===== config.mk =====
export PLATFORM = sky130hd
export DESIGN_NAME = encoder_8to3_serial
export DESIGN_NICKNAME = d
export VERILOG_FILES = /design/src/rtl/encoder_8to3_serial.sv
export SDC_FILE = /design/constraint.sdc
export NUM_CORES = 1
export LEC_CHECK = 0
export ABC_CLOCK_PERIOD_IN_PS = 6060
export BUFFER_PORTS_ARGS = -buffer_cell sky130_fd_sc_hd__buf_2
export CORE_UTILIZATION = 50
export DETAILED_ROUTE_END_ITERATION = 8
export PLACE_DENSITY_LB_ADDON = 0.08
export SLEW_MARGIN = 20
export SYNTH_ARGS = -nofsm -noshare
export SYNTH_HDL_FRONTEND = slang
export SYNTH_SLANG_ARGS = --single-unit

===== constraint.sdc =====
create_clock -name clk -period 6.06 [get_ports clk]
set_input_delay 0.303 -clock clk [delete_from_list [all_inputs] [get_ports clk]]
set_output_delay 0.303 -clock clk [all_outputs]
set_load 0.02 [all_outputs]

===== src/rtl/encoder_8to3_serial.sv =====
// Serial 8-to-3 encoder: emits the index of every set bit of a captured vector, one per beat.
// Latency: first code valid the cycle after capture; one code per cycle while out_ready is held.
// Backpressure: out_ready stalls the held code; in_ready stays low until the final beat retires.
module encoder_8to3_serial #(
    parameter int N         = 8,
    parameter int W         = 3,
    parameter int MSB_FIRST = 0
) (
    input  logic         clk,
    input  logic         rst,
    input  logic [N-1:0] d,
    input  logic         in_valid,
    output logic         in_ready,
    output logic [W-1:0] out_code,
    output logic         out_valid,
    input  logic         out_ready,
    output logic         out_last,
    output logic [W:0]   count,
    output logic         zero_pulse
);

    typedef enum logic {
        IDLE,
        BUSY
    } state_t;

    localparam logic [N-1:0] ONE = 1;

    state_t       state_q, state_d;
    logic [N-1:0] pend_q, pend_d;
    logic [W:0]   count_q, count_d;
    logic         zero_q, zero_d;
    logic [W-1:0] code_sel;
    logic         single;

    function automatic logic [W:0] popcnt(input logic [N-1:0] v);
        logic [W:0] c;
        c = '0;
        for (int i = 0; i < N; i++) begin
            c = c + (W+1)'(v[i]);
        end
        return c;
    endfunction

    // Last matching index wins, so the loop direction sets the service order.
    always_comb begin
        code_sel = '0;
        if (MSB_FIRST != 0) begin
            for (int i = 0; i < N; i++) begin
                if (pend_q[i]) code_sel = W'(i);
            end
        end else begin
            for (int i = N - 1; i >= 0; i--) begin
                if (pend_q[i]) code_sel = W'(i);
            end
        end
    end

    assign single = (pend_q != '0) && ((pend_q & (pend_q - ONE)) == '0);

    always_comb begin
        state_d = state_q;
        pend_d  = pend_q;
        count_d = count_q;
        zero_d  = 1'b0;
        case (state_q)
            IDLE: begin
                if (in_valid) begin
                    if (d != '0) begin
                        pend_d  = d;
                        count_d = popcnt(d);
                        state_d = BUSY;
                    end else begin
                        zero_d = 1'b1;
                    end
                end
            end
            BUSY: begin
                if (out_ready) begin
                    pend_d = pend_q & ~(ONE << code_sel);
                    if (single) begin
                        state_d = IDLE;
                        count_d = '0;
                    end
                end
            end
            default: state_d = IDLE;
        endcase
    end

    always_ff @(posedge clk or posedge rst) begin
        if (rst) begin
            state_q <= IDLE;
            pend_q  <= '0;
            count_q <= '0;
            zero_q  <= 1'b0;
        end else begin
            state_q <= state_d;
            pend_q  <= pend_d;
            count_q <= count_d;
            zero_q  <= zero_d;
        end
    end

    assign in_ready   = (state_q == IDLE);
    assign out_valid  = (state_q == BUSY);
    assign out_code   = code_sel;
    assign out_last   = single;
    assign count      = count_q;
    assign zero_pulse = zero_q;

endmodule


==> impl_metrics.yaml <==
critical_path:
  start_kind: "input pin"
  arrival_ps: 2870
  end_kind: "flip-flop"
  worstReg2RegEnd: "count[2]"
  slowest_stage: "fa_1"
  worstSetupPathType: "input pin to flip-flop"
  ff2ff_path_depth: 5
  path_cells: "buf_2 > fa_1 > inv_1 > fa_1 > fa_1 > inv_1 > ha_1 > inv_1 > fa_1 > inv_1 > a22o_1"
  cp_max_fo: 3
  rrSetupSlack_ps: 3460
  r2r-start: "out_valid"
  required_ps: 6240
  max_stage_delay_ps: 530
timing:
  setup_tns_ps: 0
  slew_headroom_pct: 49.28
  drv_slew: 0
  setup_viol: 0
  min_period_ps: 2693
  tightest_slew_ps: 759.2
  fmax_mhz: 371.3
  post-route-period-util_pct: 44.44
  finClkSkew_ps: 10.63
  hold_viol_final: 0
  fin_ws_ps: 3367
  rsz0062_at_grt: "no"
die:
  start_util_pct: 55.51
  die_w_microns: 46.49
  ios: 23
  rows: 15
  die_area_sq_um: 2161
  die_h_microns: 46.49
  floorplan.core_area_sq_um: 1783
detailed_routing:
  drt_iter0_markers: 8
  routedWlPerCell_microns: 12.27
  drt_pass1_iterations: 4
  final_antenna_net_count: 0
  dr_total_vias: 875
  drc: 0
  via_per_inst: 5.435
  wl_mm: 1.975
synth:
  post_synth_most_frequent_cells: "inv_1 (17), dfrtp_1 (14), nand2_1 (11)"
  synth_area_leaders: "dfrtp_1 (35%), fa_1 (8.1%), inv_1 (6.4%), ha_1 (5.1%), a22o_1 (4.4%)"
  yosysSeqAreaShare_pct: 35.40
  syn_nets: 134
  synth_area_sq_um: 989.7
  synth_largest_area_cell: "dfrtp_1"
  synth_cell_types: 33
  ys_seq_elements: 14
  yosysWarnings: 0
  async_reset_ff_share_pct: 100.0
  ys.flop_type: "dfrtp_1"
  synth_top_cell_area_share_pct: 35.40
  synth.most_common_cell: "inv_1"
  syn_area_per_cell_sq_um: 8.682
  netlist_instances: 114
  synth_edf_count: 0
layout:
  fin_cells: 161
  drive_gt1_share_pct: 20.59
  final_util_pct: 64.14
  fin_nets: 157
  n_fill_cell: 167
  area_growth_pct: 15.55
  num_antenna_cells: 0
cts:
  clk_latency_ps: 280
  cts-root-buf: "clkbuf_4"
  cts_tree: "yes"
  clk_path_buf_depth: 2
  cts_buffers: 3
  holdBufCountCts: 0
  clk_pin_slew_ps: 90
  cts_resized: 0
  clock_sinks: 14
  cts_setup_buffers: 0
  htree_levels: 1
worst_hold_path:
  hp-class: "input pin to async pin"
placement:
  port-buffer-count: 22
  gp_congestion: 0.8458
  hpwl_mm: 1.614
  dp_slack_ps: 3057
  dp.cells: 157
outcome:
  status: "finished clean"
power_and_ir_drop:
  power_density_nw_per_um2: 542.1
  irDropWorstVdd_uv: 230.6
  p_leak_nw: 0.6004
global_route:
  grt_pass1_wl_mm: 3.111
  grt_pass1_vias: 733
  antenna_found_initial: 0
  grt_usage_pct: 20.44
  grt_overflow: 0
  grt_max_degree: 15
flow_run:
  maxCapViolations: 0
## per-stage QoR
step	cell area (sq um)	hold WS [ps]	total power [mW]
CTS	1144	57.52	0.6220
floorplan	989.7	192.2	0.4674
detailed placement	1107	359.4	0.5548
global placement	1107	356.5	0.5495
finish	1144	37.79	0.6199
global route	1144	92.06	0.6727
## routing by layer
layer	global-route usage, %	share of wire, %	vias up
met5	0	0	-
met4	5.294	0	0
met3	3.529	3.4	0
met2	32.22	47	18
met1	28.78	49	421
li1	-	-	436
## cell type report
cell class	instances	area (sq um)	area share, %
Multi-Input combinational cell	79	551.8	48.25
Sequential cell	14	350.3	30.63
Timing Repair Buffer	22	110.1	9.628
Inverter	17	63.81	5.580
Clock buffer	4	36.28	3.173
Tap cell	25	31.28	2.735
## critical path: cells and delay by family
kind,cells,cell delay [ps]
adder cells (fa/ha/maj),5,2050
AO/OA/AOI/OAI,1,190
buffers and inverters,5,320
## layout by cell type (no fill, tap or decap), drive strengths merged, types with 2 or more instances in the layout
cell,count
a21boi,2
o21ai,9
inv,17
nor3,5
ha,4
a221o,3
buf,22
fa,4
nand2b,3
clkbuf,4
nor2,10
nand2,11
a21o,2
a22o,5
nor3b,2
dfrtp,14
a21oi,7
## registers in the layout, summed over array words and instances (netlist names)
register,flops
count,4
out_valid,1
zero_pulse,1
pend_q,8
## power by group
group          internal [mW]  switching (mW)
Sequential             0.132          0.0541
Clock                 0.0365          0.0294
Combinational          0.155           0.213
## cell families (layout without fill, tap and decap cells)
logic type | after synthesis | count (layout) | share of synthesized area [%]
XOR/XNOR | 1 | 1 | 0.8851
adder cells (fa/ha/maj) | 8 | 8 | 13.15
flip-flops | 14 | 14 | 35.40
buffers and inverters | 21 | 43 | 8.849
AND/OR/NAND/NOR | 36 | 36 | 17.83
AO/OA/AOI/OAI | 34 | 34 | 23.90
## how the worst max path moves through the flow
stage | slack [ps] | to | start | depth (start not counted)
global route | 3220 | count[2] | out_valid | 5
CTS | 3350 | count[1] | d[0] | 11
floorplan | 3260 | count[1] | d[0] | 10
detailed placement | 3060 | count[1] | d[0] | 11
global placement | 3100 | count[1] | d[0] | 11
finish | 3370 | count[1] | d[0] | 11
Note: power is estimated with default switching activity, not from simulation.
